--- config.mk ---
export PLATFORM = sky130hd
export DESIGN_NAME = tcbm_drive_link
export DESIGN_NICKNAME = d
export VERILOG_FILES = /design/src/rtl/tcbm_pkg.sv /design/src/rtl/tcbm_sync.sv /design/src/rtl/tcbm_drive_link.sv
export SDC_FILE = /design/constraint.sdc
export NUM_CORES = 1
export LEC_CHECK = 0
export ABC_CLOCK_PERIOD_IN_PS = 3100
export BUFFER_PORTS_ARGS = -buffer_cell sky130_fd_sc_hd__buf_2
export CAP_MARGIN = 20
export CELL_PAD_IN_SITES_DETAIL_PLACEMENT = 1
export CELL_PAD_IN_SITES_GLOBAL_PLACEMENT = 1
export CORE_ASPECT_RATIO = 0.5
export CORE_MARGIN = 4
export CORE_UTILIZATION = 46
export CTS_BUF_LIST = sky130_fd_sc_hd__clkbuf_8
export CTS_CLUSTER_SIZE = 28
export DETAILED_ROUTE_END_ITERATION = 10
export GPL_TIMING_DRIVEN = 0
export PLACE_DENSITY_LB_ADDON = 0.1
export SLEW_MARGIN = 10
export SYNTH_ARGS = -nofsm -noshare
export SYNTH_HDL_FRONTEND = slang
export SYNTH_SLANG_ARGS = --single-unit
--- constraint.sdc ---
create_clock -name clk -period 3.1 [get_ports clk]
set_clock_uncertainty 0.2 [all_clocks]
set_input_delay 0.31 -clock clk [delete_from_list [all_inputs] [get_ports clk]]
set_output_delay 0.31 -clock clk [all_outputs]
set_load 0.1 [all_outputs]
--- src/rtl/tcbm_pkg.sv ---
// Shared definitions for the drive-side TCBM link: transaction codes, status codes,
// FSM state encoding and the code-to-target decoder.
package tcbm_pkg;

    localparam logic [7:0] TCBM_CMD = 8'h81;
    localparam logic [7:0] TCBM_WR  = 8'h82;
    localparam logic [7:0] TCBM_RD  = 8'h83;

    localparam logic [1:0] ST_OK      = 2'b00;
    localparam logic [1:0] ST_TIMEOUT = 2'b10;
    localparam logic [1:0] ST_BADCODE = 2'b11;

    typedef enum logic [3:0] {
        S_IDLE,
        S_CODE_HOLD,
        S_RX_WAIT,
        S_RX_PUSH,
        S_RX_HOLD,
        S_TX_WAIT,
        S_TX_FETCH,
        S_TX_SETUP,
        S_TX_HOLD
    } state_t;

    // Unknown codes map to S_IDLE, which doubles as the "bad code" indication.
    function automatic state_t code_target(input logic [7:0] code);
        case (code)
            TCBM_CMD, TCBM_WR: return S_RX_WAIT;
            TCBM_RD:           return S_TX_WAIT;
            default:           return S_IDLE;
        endcase
    endfunction

endpackage

--- src/rtl/tcbm_sync.sv ---
// Parameterised-width two-flop synchronizer with asynchronous active-high reset
// and a configurable reset value.
module tcbm_sync #(
    parameter int             W       = 1,
    parameter logic [W-1:0]   RST_VAL = '0
) (
    input  logic         clk,
    input  logic         reset,
    input  logic [W-1:0] d,
    output logic [W-1:0] q
);

    logic [W-1:0] meta;

    // NOTE: sequential state always uses non-blocking assignments so every flop
    // samples the pre-edge value regardless of statement order.
    always_ff @(posedge clk or posedge reset) begin
        if (reset) begin
            meta <= RST_VAL;
            q    <= RST_VAL;
        end else begin
            meta <= d;
            q    <= meta;
        end
    end

endmodule

--- src/rtl/tcbm_drive_link.sv ---
// Drive-side TCBM link engine: DAV/ACK byte handshake, code decode, rx/tx byte streams.
// Optional stall timeout is enabled by defining TCBM_TIMEOUT_EN.
module tcbm_drive_link
    import tcbm_pkg::*;
#(
    parameter int TIMEOUT_CYCLES = 100000,
    parameter int CNT_W          = 17
) (
    input  logic       clk,
    input  logic       reset,
    input  logic [7:0] pa_i,
    output logic [7:0] pa_o,
    output logic       pa_oe,
    input  logic       dav_i,
    output logic       ack_o,
    output logic [1:0] st_o,
    output logic       rx_valid,
    output logic [7:0] rx_data,
    output logic       rx_is_cmd,
    input  logic       rx_ready,
    input  logic       tx_valid,
    input  logic [7:0] tx_data,
    input  logic [1:0] tx_status,
    output logic       tx_ready,
    output logic       busy,
    output logic       err
);

    logic       dav_s;
    logic [7:0] pa_s;

    tcbm_sync #(.W(1), .RST_VAL(1'b1)) u_dav_sync (
        .clk   (clk),
        .reset (reset),
        .d     (dav_i),
        .q     (dav_s)
    );

    tcbm_sync #(.W(8), .RST_VAL(8'h00)) u_pa_sync (
        .clk   (clk),
        .reset (reset),
        .d     (pa_i),
        .q     (pa_s)
    );

    state_t     state_q, state_d, tgt_q, tgt_d;
    logic       cmd_q, cmd_d;
    logic       ack_d, oe_d, rx_valid_d, rx_cmd_d, err_d;
    logic [1:0] st_d;
    logic [7:0] pa_d, rx_data_d;
    logic       timeout;

`ifdef TCBM_TIMEOUT_EN
    logic [CNT_W-1:0] cnt_q;

    assign timeout = (state_q != S_IDLE) && (cnt_q == CNT_W'(TIMEOUT_CYCLES - 1));

    always_ff @(posedge clk or posedge reset) begin
        if (reset) begin
            cnt_q <= '0;
        end else if (state_q == S_IDLE || state_d != state_q) begin
            cnt_q <= '0;
        end else begin
            cnt_q <= cnt_q + 1'b1;
        end
    end
`else
    logic unused_cfg;

    assign timeout    = 1'b0;
    assign unused_cfg = (TIMEOUT_CYCLES > 0) && (CNT_W > 0);
`endif

    // NOTE: every variable written here gets a default first, so no path can
    // leave one unassigned and infer a latch.
    always_comb begin
        state_d    = state_q;
        tgt_d      = tgt_q;
        cmd_d      = cmd_q;
        ack_d      = ack_o;
        st_d       = st_o;
        pa_d       = pa_o;
        oe_d       = pa_oe;
        rx_valid_d = rx_valid;
        rx_data_d  = rx_data;
        rx_cmd_d   = rx_is_cmd;
        err_d      = 1'b0;
        tx_ready   = 1'b0;

        case (state_q)
            S_IDLE: if (!dav_s) begin
                ack_d   = 1'b0;
                tgt_d   = code_target(pa_s);
                cmd_d   = (pa_s == TCBM_CMD);
                state_d = S_CODE_HOLD;
                if (code_target(pa_s) == S_IDLE) begin
                    st_d  = ST_BADCODE;
                    err_d = 1'b1;
                end else begin
                    st_d  = ST_OK;
                end
            end
            S_CODE_HOLD: if (dav_s) begin
                ack_d   = 1'b1;
                state_d = tgt_q;
            end
            S_RX_WAIT: if (!dav_s) begin
                rx_data_d  = pa_s;
                rx_cmd_d   = cmd_q;
                rx_valid_d = 1'b1;
                state_d    = S_RX_PUSH;
            end
            // ACK stays released while the consumer stalls; that is the host's backpressure.
            S_RX_PUSH: if (rx_ready) begin
                rx_valid_d = 1'b0;
                ack_d      = 1'b0;
                state_d    = S_RX_HOLD;
            end
            S_RX_HOLD: if (dav_s) begin
                ack_d   = 1'b1;
                st_d    = ST_OK;
                state_d = S_IDLE;
            end
            S_TX_WAIT: if (!dav_s) begin
                state_d = S_TX_FETCH;
            end
            S_TX_FETCH: if (tx_valid) begin
                tx_ready = 1'b1;
                pa_d     = tx_data;
                st_d     = tx_status;
                oe_d     = 1'b1;
                state_d  = S_TX_SETUP;
            end
            S_TX_SETUP: begin
                ack_d   = 1'b0;
                state_d = S_TX_HOLD;
            end
            S_TX_HOLD: if (dav_s) begin
                ack_d   = 1'b1;
                oe_d    = 1'b0;
                state_d = S_IDLE;
            end
            default: state_d = S_IDLE;
        endcase

        // A stall only counts while the state is not about to change on its own.
        if (timeout && state_d == state_q) begin
            state_d    = S_IDLE;
            ack_d      = 1'b1;
            oe_d       = 1'b0;
            rx_valid_d = 1'b0;
            st_d       = ST_TIMEOUT;
            err_d      = 1'b1;
        end
    end

    always_ff @(posedge clk or posedge reset) begin
        if (reset) begin
            state_q   <= S_IDLE;
            tgt_q     <= S_IDLE;
            cmd_q     <= 1'b0;
            ack_o     <= 1'b1;
            st_o      <= ST_OK;
            pa_o      <= 8'h00;
            pa_oe     <= 1'b0;
            rx_valid  <= 1'b0;
            rx_data   <= 8'h00;
            rx_is_cmd <= 1'b0;
            err       <= 1'b0;
        end else begin
            state_q   <= state_d;
            tgt_q     <= tgt_d;
            cmd_q     <= cmd_d;
            ack_o     <= ack_d;
            st_o      <= st_d;
            pa_o      <= pa_d;
            pa_oe     <= oe_d;
            rx_valid  <= rx_valid_d;
            rx_data   <= rx_data_d;
            rx_is_cmd <= rx_cmd_d;
            err       <= err_d;
        end
    end

    assign busy = (state_q != S_IDLE);

endmodule

==> results.sh, run 1 <==
export IMPL_layout_common_cells="sky130_fd_sc_hd__buf_2 (51), sky130_fd_sc_hd__dfrtp_1 (45), sky130_fd_sc_hd__mux2_2 (17), sky130_fd_sc_hd__nand2_1 (13), sky130_fd_sc_hd__dlygate4sd3_1 (10)"
export IMPL_worst_path_max_fanout=10
export IMPL_placed_cell_area_mm2=0.00221
export IMPL_worst_path_most_repeated_cell="sky130_fd_sc_hd__buf_2"
export IMPL_detailedPlacementHpwl_um=3120
export IMPL_synth_top_area_frac=0.596
export IMPL_vias=1379
export IMPL_critical_path_cell_with_the_highest_stage_delay="sky130_fd_sc_hd__buf_2"
export IMPL_final_critical_path_setup_slack_ns=0.368
export IMPL_end_kind="output pin"
export IMPL_synth_edf_count=0
export IMPL_pin_count_of_the_biggest_net_entering_global_routing=35
export IMPL_nNetsFinal=232
export IMPL_rsz0062_at_grt="no"
export IMPL_num_cts_buffers=5
export IMPL_setup_worst_path_start_class="flip-flop"
export IMPL_yosys_most_used_dff="sky130_fd_sc_hd__dfrtp_1"
export IMPL_clock_sink_count=48
export IMPL_synth_largest_area_cell="sky130_fd_sc_hd__dfrtp_1"
export IMPL_gr_total_overflow=0
export IMPL_cp_num_buf_inv=3
export IMPL_mappedNetlistNets=167
export IMPL_power_ir_vdd_worst_uv=404
export IMPL_detail_route_wirelength_um=4890
export IMPL_buffer_ports_inserted=47
export IMPL_slew_headroom=0.524
export IMPL_synth_area_leaders="sky130_fd_sc_hd__dfrtp_1 (60%), sky130_fd_sc_hd__mux2_2 (10%), sky130_fd_sc_hd__dfstp_2 (4.2%)"
export IMPL_grt_first_pass_wirelength_um=8340
export IMPL_hold_class="input port to flip-flop"
export IMPL_antenna_found_initial=0
export IMPL_route_antenna_remaining_nets=0
export IMPL_final_cell_area_mm2=0.00241
export IMPL_mappedNetlistArea_mm2=0.00189
export IMPL_ys_types=36
export IMPL_start_util=0.481
export IMPL_layout_min_cycle_time_ns=2.73
export IMPL_die_area_mm2=0.00526
export IMPL_period_share=0.881
export IMPL_maxSlewViolCount=0
export IMPL_globalRouteTotalUtil=0.213
export IMPL_dieHeight_um=53.3
export IMPL_area_growth_synth_to_final_pct=27.5
export IMPL_max_cap_violations=0
export IMPL_synth_warnings=0
export IMPL_finalWeightedCongestion=0.824
export IMPL_synth_seq_cells=48
export IMPL_cts_clk_slew_worst_paths_ns=0.09
export IMPL_vias_in_the_first_global_route=1557
export IMPL_syn_avg_cell_area_um2=13.1
export IMPL_leakage_uw=0.00120
export IMPL_drc_errors=0
export IMPL_max_freq_mhz=366
export IMPL_final_hold_viol_count=0
export IMPL_run_status="finished clean"
export IMPL_critical_path_class="flip-flop to output pin"
export IMPL_finalSetupTns_ns=0
export IMPL_placement_setup_worst_slack_ns=0.745
export IMPL_post_route_cells_drive_above_1_share=0.410
export IMPL_drt_pass1_iter_count=4
export IMPL_mostFrequentLayoutCell="sky130_fd_sc_hd__buf_2"
export IMPL_placement_rows=16
export IMPL_synth_async_reset_ratio=1.00
export IMPL_clkLatencyLatePin_ns=0.30
export IMPL_post_cts_setup_buffers=0
export IMPL_timing_critical_path_required_ns=2.59
export IMPL_avgRoutedWirePerCell_um=18.5
export IMPL_die_width_um=98.6
export IMPL_synth_cells=144
export IMPL_antenna_diode_count=0
export IMPL_postLayoutCoreUtil=0.614
export IMPL_cts_max_level=2
export IMPL_floorplan_core_area_mm2=0.00392
export IMPL_clock_tree_buffer_depth=2
export IMPL_worst_endpoint_arrival_ns=2.22
export IMPL_cts_tree="built"
export IMPL_worst_path_largest_cell_delay_ns=0.49
export IMPL_setup_viol=0
export IMPL_timing_worst_slew_pin_value_ns=0.709
export IMPL_clock_tree_root_cell="sky130_fd_sc_hd__clkbuf_8"
export IMPL_boundaryPins=48
export IMPL_cpLargestDelayFamily="buffers and inverters"
export IMPL_cts_resized_gates=0
export IMPL_ys_seq_area_frac=0.638
export IMPL_critical_path_cell_chain="buf_2, nor2_1, and4_1, buf_2, buf_2"
export IMPL_drt_iter0_markers=43
export IMPL_pwr_density_cell_mw_per_mm2=916
export IMPL_viasPerCell=5.22
kinds of logic after synthesis:
| logic type | after synthesis | synth area share |
|---|---|---|
| buffers and inverters | 12 | 0.0305 |
| flip-flops | 48 | 0.638 |
| XOR/XNOR | 4 | 0.0186 |
| AND/OR/NAND/NOR | 37 | 0.109 |
| AO/OA/AOI/OAI | 25 | 0.0961 |
| multiplexers | 18 | 0.107 |
report_power, final:
group          leakage, uW  switching (uW)  total, uW  internal [uW]
clock network    0.0000516             213        396            183
registers         0.000611            55.7        779            723
logic             0.000533             815       1030            216
metal layers:
| layer | global-route usage | routed length, um |
|---|---|---|
| met5 | 0 | 0 |
| met4 | 0.0476 | 46 |
| met3 | 0.0618 | 203 |
| met2 | 0.391 | 2560 |
| met1 | 0.252 | 2080 |
repair_timing:
action	4_1_cts	5_1_grt
setup endpoints to repair	0	0
hold buffers	10	0
hold endpoints to repair	21	0
synthesized netlist by cell type, types with 3 or more instances:
library cell,n
sky130_fd_sc_hd__buf_2,4
sky130_fd_sc_hd__nand3_1,3
sky130_fd_sc_hd__inv_1,5
sky130_fd_sc_hd__o21ai_0,9
sky130_fd_sc_hd__nand2_1,13
sky130_fd_sc_hd__dfstp_2,3
sky130_fd_sc_hd__xnor2_1,3
sky130_fd_sc_hd__nor2_1,7
sky130_fd_sc_hd__o31ai_1,3
sky130_fd_sc_hd__dfrtp_1,45
sky130_fd_sc_hd__mux2_2,17
worst reg2reg max path, cell delays in order (launching register included):
cell	delay, ns
sky130_fd_sc_hd__dfstp_2	0.52
sky130_fd_sc_hd__buf_2	0.22
sky130_fd_sc_hd__xnor2_1	0.14
sky130_fd_sc_hd__o21ai_0	0.11
sky130_fd_sc_hd__a211oi_2	0.36
sky130_fd_sc_hd__nand3_2	0.17
sky130_fd_sc_hd__mux2_1	0.35
flip-flops by register name (all words and copies together) (netlist names), 2 cells and up:
name / flops
u_pa_sync.q: 8
state_q: 4
pa_o: 8
rx_data: 8
st_o: 2
tgt_q: 2
u_pa_sync.meta: 8
worst paths after layout:
check | from | to | slack [ns] | cells past startpoint
worst max-delay path | state_q[0] | tx_ready | 0.37 | 5
worst min-delay path | tx_data[1] | pa_o[1] | 0.04 | 2
worst max register to register | u_dav_sync.q | state_q[0] | 0.92 | 6
worst min register to register | u_dav_sync.meta | u_dav_sync.q | 0.16 | 0
max in group asynchronous | reset | ack_o | 1.78 | 4
min in group asynchronous | reset | pa_o[5] | 0.35 | 3
cell type report:
type | count | area (um^2)
Fill cell | 423 | 1520
Clock inverter | 2 | 13.8
Tap cell | 54 | 67.6
Multi-Input combinational cell | 84 | 626
Sequential cell | 48 | 1200
Timing Repair Buffer | 58 | 355
Clock buffer | 6 | 82.6
Buffer | 7 | 38.8
Inverter | 5 | 18.8
stage by stage:
step | hold slack (ns) | total power, uW | std cells
after floorplan | 0.114 | 1630 | 144
after global placement | 0.131 | 1780 | 245
after detailed placement | 0.118 | 1810 | 246
after CTS | 0.0285 | 2210 | 264
after global routing | 0.0329 | 2330 | 264
final | 0.0405 | 2210 | 264
No activity file was read; power rests on OpenSTA's default activity.
==> run 2, diff against run 1 <==
- CELL_PAD_IN_SITES_GLOBAL_PLACEMENT: 1 -> 2
- CORE_UTILIZATION: 46 -> 37
- CTS_BUF_LIST: sky130_fd_sc_hd__clkbuf_8 -> unset
- PLACE_DENSITY_LB_ADDON: 0.1 -> 0.3
==> run 2 against run 1 <==
Die area is 21% higher. Highest routed layer unchanged. Via count down 4.5%. Clock power is 20% higher. Routed wire length is 18% lower. Critical endpoint unchanged. Sequential cell count is the same. Combinational power about the same. Cell count rose by 6.1%. Core utilization shrank 12 points.
==> results.sh, run 2 (synthesized netlist as in run 1, its figures left out) <==
export IMPL_run_status="finished clean"
export IMPL_clkPwrFrac=0.209
export IMPL_gr_total_overflow=0
export IMPL_worst_case_hold_slack_ns=0.0293
export IMPL_route_antenna_remaining_nets=0
export IMPL_setup_worst_path_start_class="flip-flop"
export IMPL_internal_power_uw=1200
export IMPL_avgRoutedWirePerCell_um=14.3
export IMPL_post_route_cells_drive_above_1_share=0.410
export IMPL_vias_in_the_first_global_route=1388
export IMPL_setup_viol=0
export IMPL_finalWeightedCongestion=0.805
export IMPL_boundaryPins=48
export IMPL_viasPerCell=4.70
export IMPL_die_width_um=109
export IMPL_max_cap_violations=0
export IMPL_cts_max_level=2
export IMPL_detailedPlacementHpwl_um=2840
export IMPL_finalSetupTns_ns=0
export IMPL_clock_tree_buffer_depth=2
export IMPL_vias=1317
export IMPL_cts_clk_slew_worst_paths_ns=0.09
export IMPL_clock_tree_root_cell="sky130_fd_sc_hd__clkbuf_8"
export IMPL_detail_route_wirelength_um=3990
export IMPL_max_freq_mhz=374
export IMPL_start_util=0.383
export IMPL_maxSlewViolCount=0
export IMPL_floorplan_core_area_mm2=0.00493
export IMPL_dieHeight_um=58.5
export IMPL_placement_rows=18
export IMPL_cts_resized_gates=0
export IMPL_clkLatencyLatePin_ns=0.31
export IMPL_timing_critical_path_required_ns=2.59
export IMPL_cts_tree="built"
export IMPL_buffer_ports_inserted=47
export IMPL_antenna_found_initial=0
export IMPL_critical_path_class="flip-flop to output pin"
export IMPL_layout_common_cells="sky130_fd_sc_hd__buf_2 (51), sky130_fd_sc_hd__dfrtp_1 (45), sky130_fd_sc_hd__mux2_2 (17), sky130_fd_sc_hd__nand2_1 (13), sky130_fd_sc_hd__dlygate4sd3_1 (10)"
export IMPL_drc_errors=0
export IMPL_drt_pass1_iter_count=4
export IMPL_drt_iter0_markers=29
export IMPL_clock_sink_count=48
export IMPL_sequentialPowerShare=0.341
export IMPL_switching_share_of_total_power=0.470
export IMPL_cts_hold_fix_buffers=10
export IMPL_leakage_uw=0.00120
export IMPL_mostFrequentLayoutCell="sky130_fd_sc_hd__buf_2"
export IMPL_hold_class="input port to flip-flop"
export IMPL_power_switching_uw=1070
export IMPL_grt_first_pass_wirelength_um=6690
export IMPL_power_ir_vdd_worst_uv=456
export IMPL_final_hold_viol_count=0
export IMPL_rsz0062_at_grt="no"
export IMPL_ff2ff_setup_slack_ns=0.92
export IMPL_end_kind="output pin"
export IMPL_period_share=0.861
export IMPL_nNetsFinal=232
export IMPL_pwr_density_cell_mw_per_mm2=926
export IMPL_antenna_diode_count=0
export IMPL_p_comb_frac=0.450
export IMPL_post_cts_setup_buffers=0
export IMPL_num_cts_buffers=5
export IMPL_worst_path_max_fanout=10
export IMPL_filler_cell_count=526
export IMPL_layout_min_cycle_time_ns=2.67
export IMPL_area_growth_synth_to_final_pct=29.9
export IMPL_pin_count_of_the_biggest_net_entering_global_routing=36
export IMPL_die_area_mm2=0.00638
export IMPL_timing_worst_slew_pin_value_ns=0.711
export IMPL_globalRouteTotalUtil=0.139
export IMPL_worst_endpoint_arrival_ns=2.16
export IMPL_slew_headroom=0.523
-- run 2: changes by cell type in the layout (fill, tap and decap cells not counted) --
| cell | previous run | this run |
|---|---|---|
| sky130_fd_sc_hd__bufinv_16 | 0 | 1 |
| sky130_fd_sc_hd__clkinv_2 | 1 | 0 |
| sky130_fd_sc_hd__clkinv_4 | 0 | 1 |
| sky130_fd_sc_hd__inv_6 | 1 | 0 |
-- run 2: metrics by stage --
step | util | setup WS (ns) | cell area, um^2 | power (uW) | cells
final | 0.497 | 0.430 | 2450 | 2270 | 280
after global routing | 0.497 | 0.273 | 2450 | 2390 | 280
after CTS | 0.497 | 0.389 | 2450 | 2290 | 280
after detailed placement | 0.452 | 0.730 | 2230 | 1810 | 262
after global placement | 0.448 | 0.743 | 2210 | 1790 | 261
after floorplan | - | 0.919 | 1890 | 1630 | 144
-- run 2: power by group through the flow --
stage	sequential [uW]	combinational [uW]	clock, uW
floorplan	1250	374	0
global placement	782	1000	0
detailed placement	788	1020	0
CTS	777	1030	487
global route	789	1070	527
finish	774	1020	475
-- run 2: worst max-delay path, cell delays in order, from the launching register on --
cell and delay [ns]:
sky130_fd_sc_hd__dfrtp_1 0.36, sky130_fd_sc_hd__buf_2 0.17, sky130_fd_sc_hd__nor2_1 0.36, sky130_fd_sc_hd__and4_1 0.24, sky130_fd_sc_hd__buf_2 0.24, sky130_fd_sc_hd__buf_2 0.47
-- run 2: worst paths after layout --
path	from	end	cells after the start
setup / recovery	state_q[0]	tx_ready	5
max in group asynchronous	reset	ack_o	4
hold reg to reg	u_pa_sync.meta[6]	u_pa_sync.q[6]	0
min in group asynchronous	reset	pa_o[6]	3
hold / removal	tx_data[5]	pa_o[5]	2
setup reg to reg	u_dav_sync.q	state_q[0]	6
-- run 2: routing by layer --
metal  vias to the layer above  GRT usage  share of wire
met1                       648      0.178           0.46
met4                         0     0.0432          0.013
met3                         7     0.0559          0.052
met5                         -          0              0
li1                        637          -              -
met2                        25      0.220           0.48
-- run 2: final cells by class --
| cell class | count | area (um^2) | share of cell area |
|---|---|---|---|
| Clock inverter | 2 | 38.8 | 0.0158 |
| Sequential cell | 48 | 1200 | 0.491 |
| Inverter | 5 | 18.8 | 0.00765 |
| Buffer | 7 | 38.8 | 0.0158 |
| Clock buffer | 6 | 82.6 | 0.0337 |
| Timing Repair Buffer | 58 | 355 | 0.145 |
| Tap cell | 70 | 87.6 | 0.0357 |
| Multi-Input combinational cell | 84 | 626 | 0.255 |
==> run 3, diff against run 2 <==
- ABC_CLOCK_PERIOD_IN_PS: 3100 -> 3400
- CORE_UTILIZATION: 37 -> 38
- CTS_BUF_LIST: unset -> sky130_fd_sc_hd__clkbuf_4
- clock period: 3.1 -> 3.4 ns (I/O delays scaled with it)
==> run 3 against run 2 <==
Sequential power down 8.9%. Worst setup slack better by 0.19 ns. Largest power group unchanged. Count of clock-buffer cells in the layout decreased by 1. Largest cell class unchanged. Critical path type unchanged. Routed wire length up 7.6%. Highest routed layer unchanged. Die area is 2.4% lower.
==> results.sh, run 3 (synthesized netlist as in run 1, its figures left out) <==
export IMPL_start_util=0.411
export IMPL_antenna_found_initial=0
export IMPL_cp_num_buf_inv=3
export IMPL_maxSlewViolCount=0
export IMPL_cpLargestDelayFamily="buffers and inverters"
export IMPL_pwr_density_cell_mw_per_mm2=801
export IMPL_pin_count_of_the_biggest_net_entering_global_routing=29
export IMPL_final_hold_viol_count=0
export IMPL_boundaryPins=48
export IMPL_antenna_diode_count=0
export IMPL_finalSetupTns_ns=0
export IMPL_drt_pass1_iter_count=4
export IMPL_rsz0062_at_grt="no"
export IMPL_worst_path_max_fanout=10
export IMPL_finalWeightedCongestion=0.812
export IMPL_drc_errors=0
export IMPL_post_route_cells_drive_above_1_share=0.394
export IMPL_reg2reg_to="state_q[0]"
export IMPL_clock_sink_count=48
export IMPL_setup_viol=0
export IMPL_nNetsFinal=240
export IMPL_crit_reg2reg_launch="u_dav_sync.q"
export IMPL_layout_common_cells="sky130_fd_sc_hd__buf_2 (51), sky130_fd_sc_hd__dfrtp_1 (45), sky130_fd_sc_hd__dlygate4sd3_1 (18), sky130_fd_sc_hd__mux2_2 (17), sky130_fd_sc_hd__nand2_1 (13)"
export IMPL_max_cap_violations=0
export IMPL_total_power_uw=1990
export IMPL_final_cells=284
export IMPL_max_freq_mhz=360
export IMPL_num_cts_buffers=5
export IMPL_placement_rows=17
export IMPL_slew_headroom=0.513
export IMPL_critical_path_cell_chain="buf_2, nor2_1, and4_1, buf_2, buf_2"
export IMPL_run_status="finished clean"
export IMPL_timing_worst_slew_pin_value_ns=0.725
export IMPL_switching_share_of_total_power=0.489
export IMPL_setup_worst_path_start_class="flip-flop"
export IMPL_grt_first_pass_wirelength_um=7360
export IMPL_hold_end="st_o[1]"
export IMPL_worst_path_most_repeated_cell="sky130_fd_sc_hd__buf_2"
export IMPL_cts_clk_slew_worst_paths_ns=0.15
export IMPL_period_share=0.818
export IMPL_clock_tree_buffer_depth=2
export IMPL_power_switching_uw=976
export IMPL_dieHeight_um=57.8
export IMPL_area_growth_synth_to_final_pct=31.9
export IMPL_drt_iter0_markers=17
export IMPL_buffer_ports_inserted=47
export IMPL_leakage_uw=0.00122
export IMPL_cts_hold_fix_buffers=17
export IMPL_avgRoutedWirePerCell_um=15.1
export IMPL_detailedPlacementHpwl_um=2970
export IMPL_layout_min_cycle_time_ns=2.78
export IMPL_die_width_um=108
export IMPL_clock_tree_root_cell="sky130_fd_sc_hd__clkbuf_4"
export IMPL_worst_hold_startpoint="tx_status[1]"
export IMPL_die_area_mm2=0.00623
export IMPL_vias_in_the_first_global_route=1496
export IMPL_end_kind="output pin"
export IMPL_gr_total_overflow=0
export IMPL_sequentialPowerShare=0.353
export IMPL_mostFrequentLayoutCell="sky130_fd_sc_hd__buf_2"
export IMPL_post_cts_setup_buffers=0
export IMPL_hold_class="input port to flip-flop"
export IMPL_postLayoutCoreUtil=0.542
export IMPL_power_ir_vdd_worst_uv=400
export IMPL_worst_endpoint_arrival_ns=2.24
export IMPL_ff2ff_path_depth=6
export IMPL_cts_resized_gates=0
export IMPL_cts_max_level=2
export IMPL_final_cell_area_mm2=0.00249
export IMPL_viasPerCell=4.88
export IMPL_route_antenna_remaining_nets=0
export IMPL_ff2ff_setup_slack_ns=1.23
export IMPL_holdPathStages=3
export IMPL_cts_tree="built"
export IMPL_globalRouteTotalUtil=0.156
export IMPL_clkPwrFrac=0.177
export IMPL_clkLatencyLatePin_ns=0.38
export IMPL_critical_path_class="flip-flop to output pin"
export IMPL_detail_route_wirelength_um=4300
export IMPL_placed_cell_area_mm2=0.00223
export IMPL_floorplan_core_area_mm2=0.00459
export IMPL_vias=1386
export IMPL_p_comb_frac=0.470
export IMPL_timing_critical_path_required_ns=2.86
export IMPL_internal_power_uw=1020
export IMPL_critical_path_cell_with_the_highest_stage_delay="sky130_fd_sc_hd__buf_2"
export IMPL_worst_path_largest_cell_delay_ns=0.48
export IMPL_placed_cells=258
-- run 3: power groups by stage --
stage / clock network (uW) / registers, uW / logic [uW]
after CTS: 366 / 707 / 944
after global routing: 384 / 721 / 992
after global placement: 0 / 713 / 913
after detailed placement: 0 / 717 / 928
after floorplan: 0 / 1140 / 341
final: 352 / 705 / 937
-- run 3: how the worst max path moves through the flow --
stage	from	to	slack [ns]	cells past startpoint
floorplan	state_q[0]	pa_o[0]	1.22	5
global placement	state_q[0]	tx_ready	1.05	5
detailed placement	state_q[0]	tx_ready	1.03	5
CTS	state_q[0]	tx_ready	0.58	5
global route	state_q[1]	tx_ready	0.46	4
finish	state_q[0]	tx_ready	0.62	5
-- run 3: stage by stage --
step                      worst slack, ns  hold slack, ns
final                               0.620          0.0985
after floorplan                      1.22           0.131
after detailed placement             1.03           0.136
after global placement               1.05           0.133
after global routing                0.464           0.151
after CTS                           0.581         0.00139
-- run 3: worst min-delay path, stage by stage --
cell and delay [ns]:
sky130_fd_sc_hd__buf_2 0.08, sky130_fd_sc_hd__a41oi_1 0.10, sky130_fd_sc_hd__o21ai_0 0.13
-- run 3: cell type report --
class                           instances  area, um^2
Buffer                                  7        38.8
Clock buffer                            5        37.5
Clock inverter                          3        47.5
Fill cell                             501        2100
Inverter                                5        18.8
Multi-Input combinational cell         84         626
Sequential cell                        48        1200
Tap cell                               66        82.6
Timing Repair Buffer                   66         435
-- run 3: per-layer routing --
layer / GRT usage / vias to the layer above / wire length (um) / share of wire
li1: - / 658 / - / -
met4: 0.0647 / 0 / 76 / 0.018
met1: 0.187 / 697 / 1820 / 0.42
met2: 0.274 / 25 / 2230 / 0.52
met3: 0.0378 / 6 / 169 / 0.039
met5: 0 / - / 0 / 0
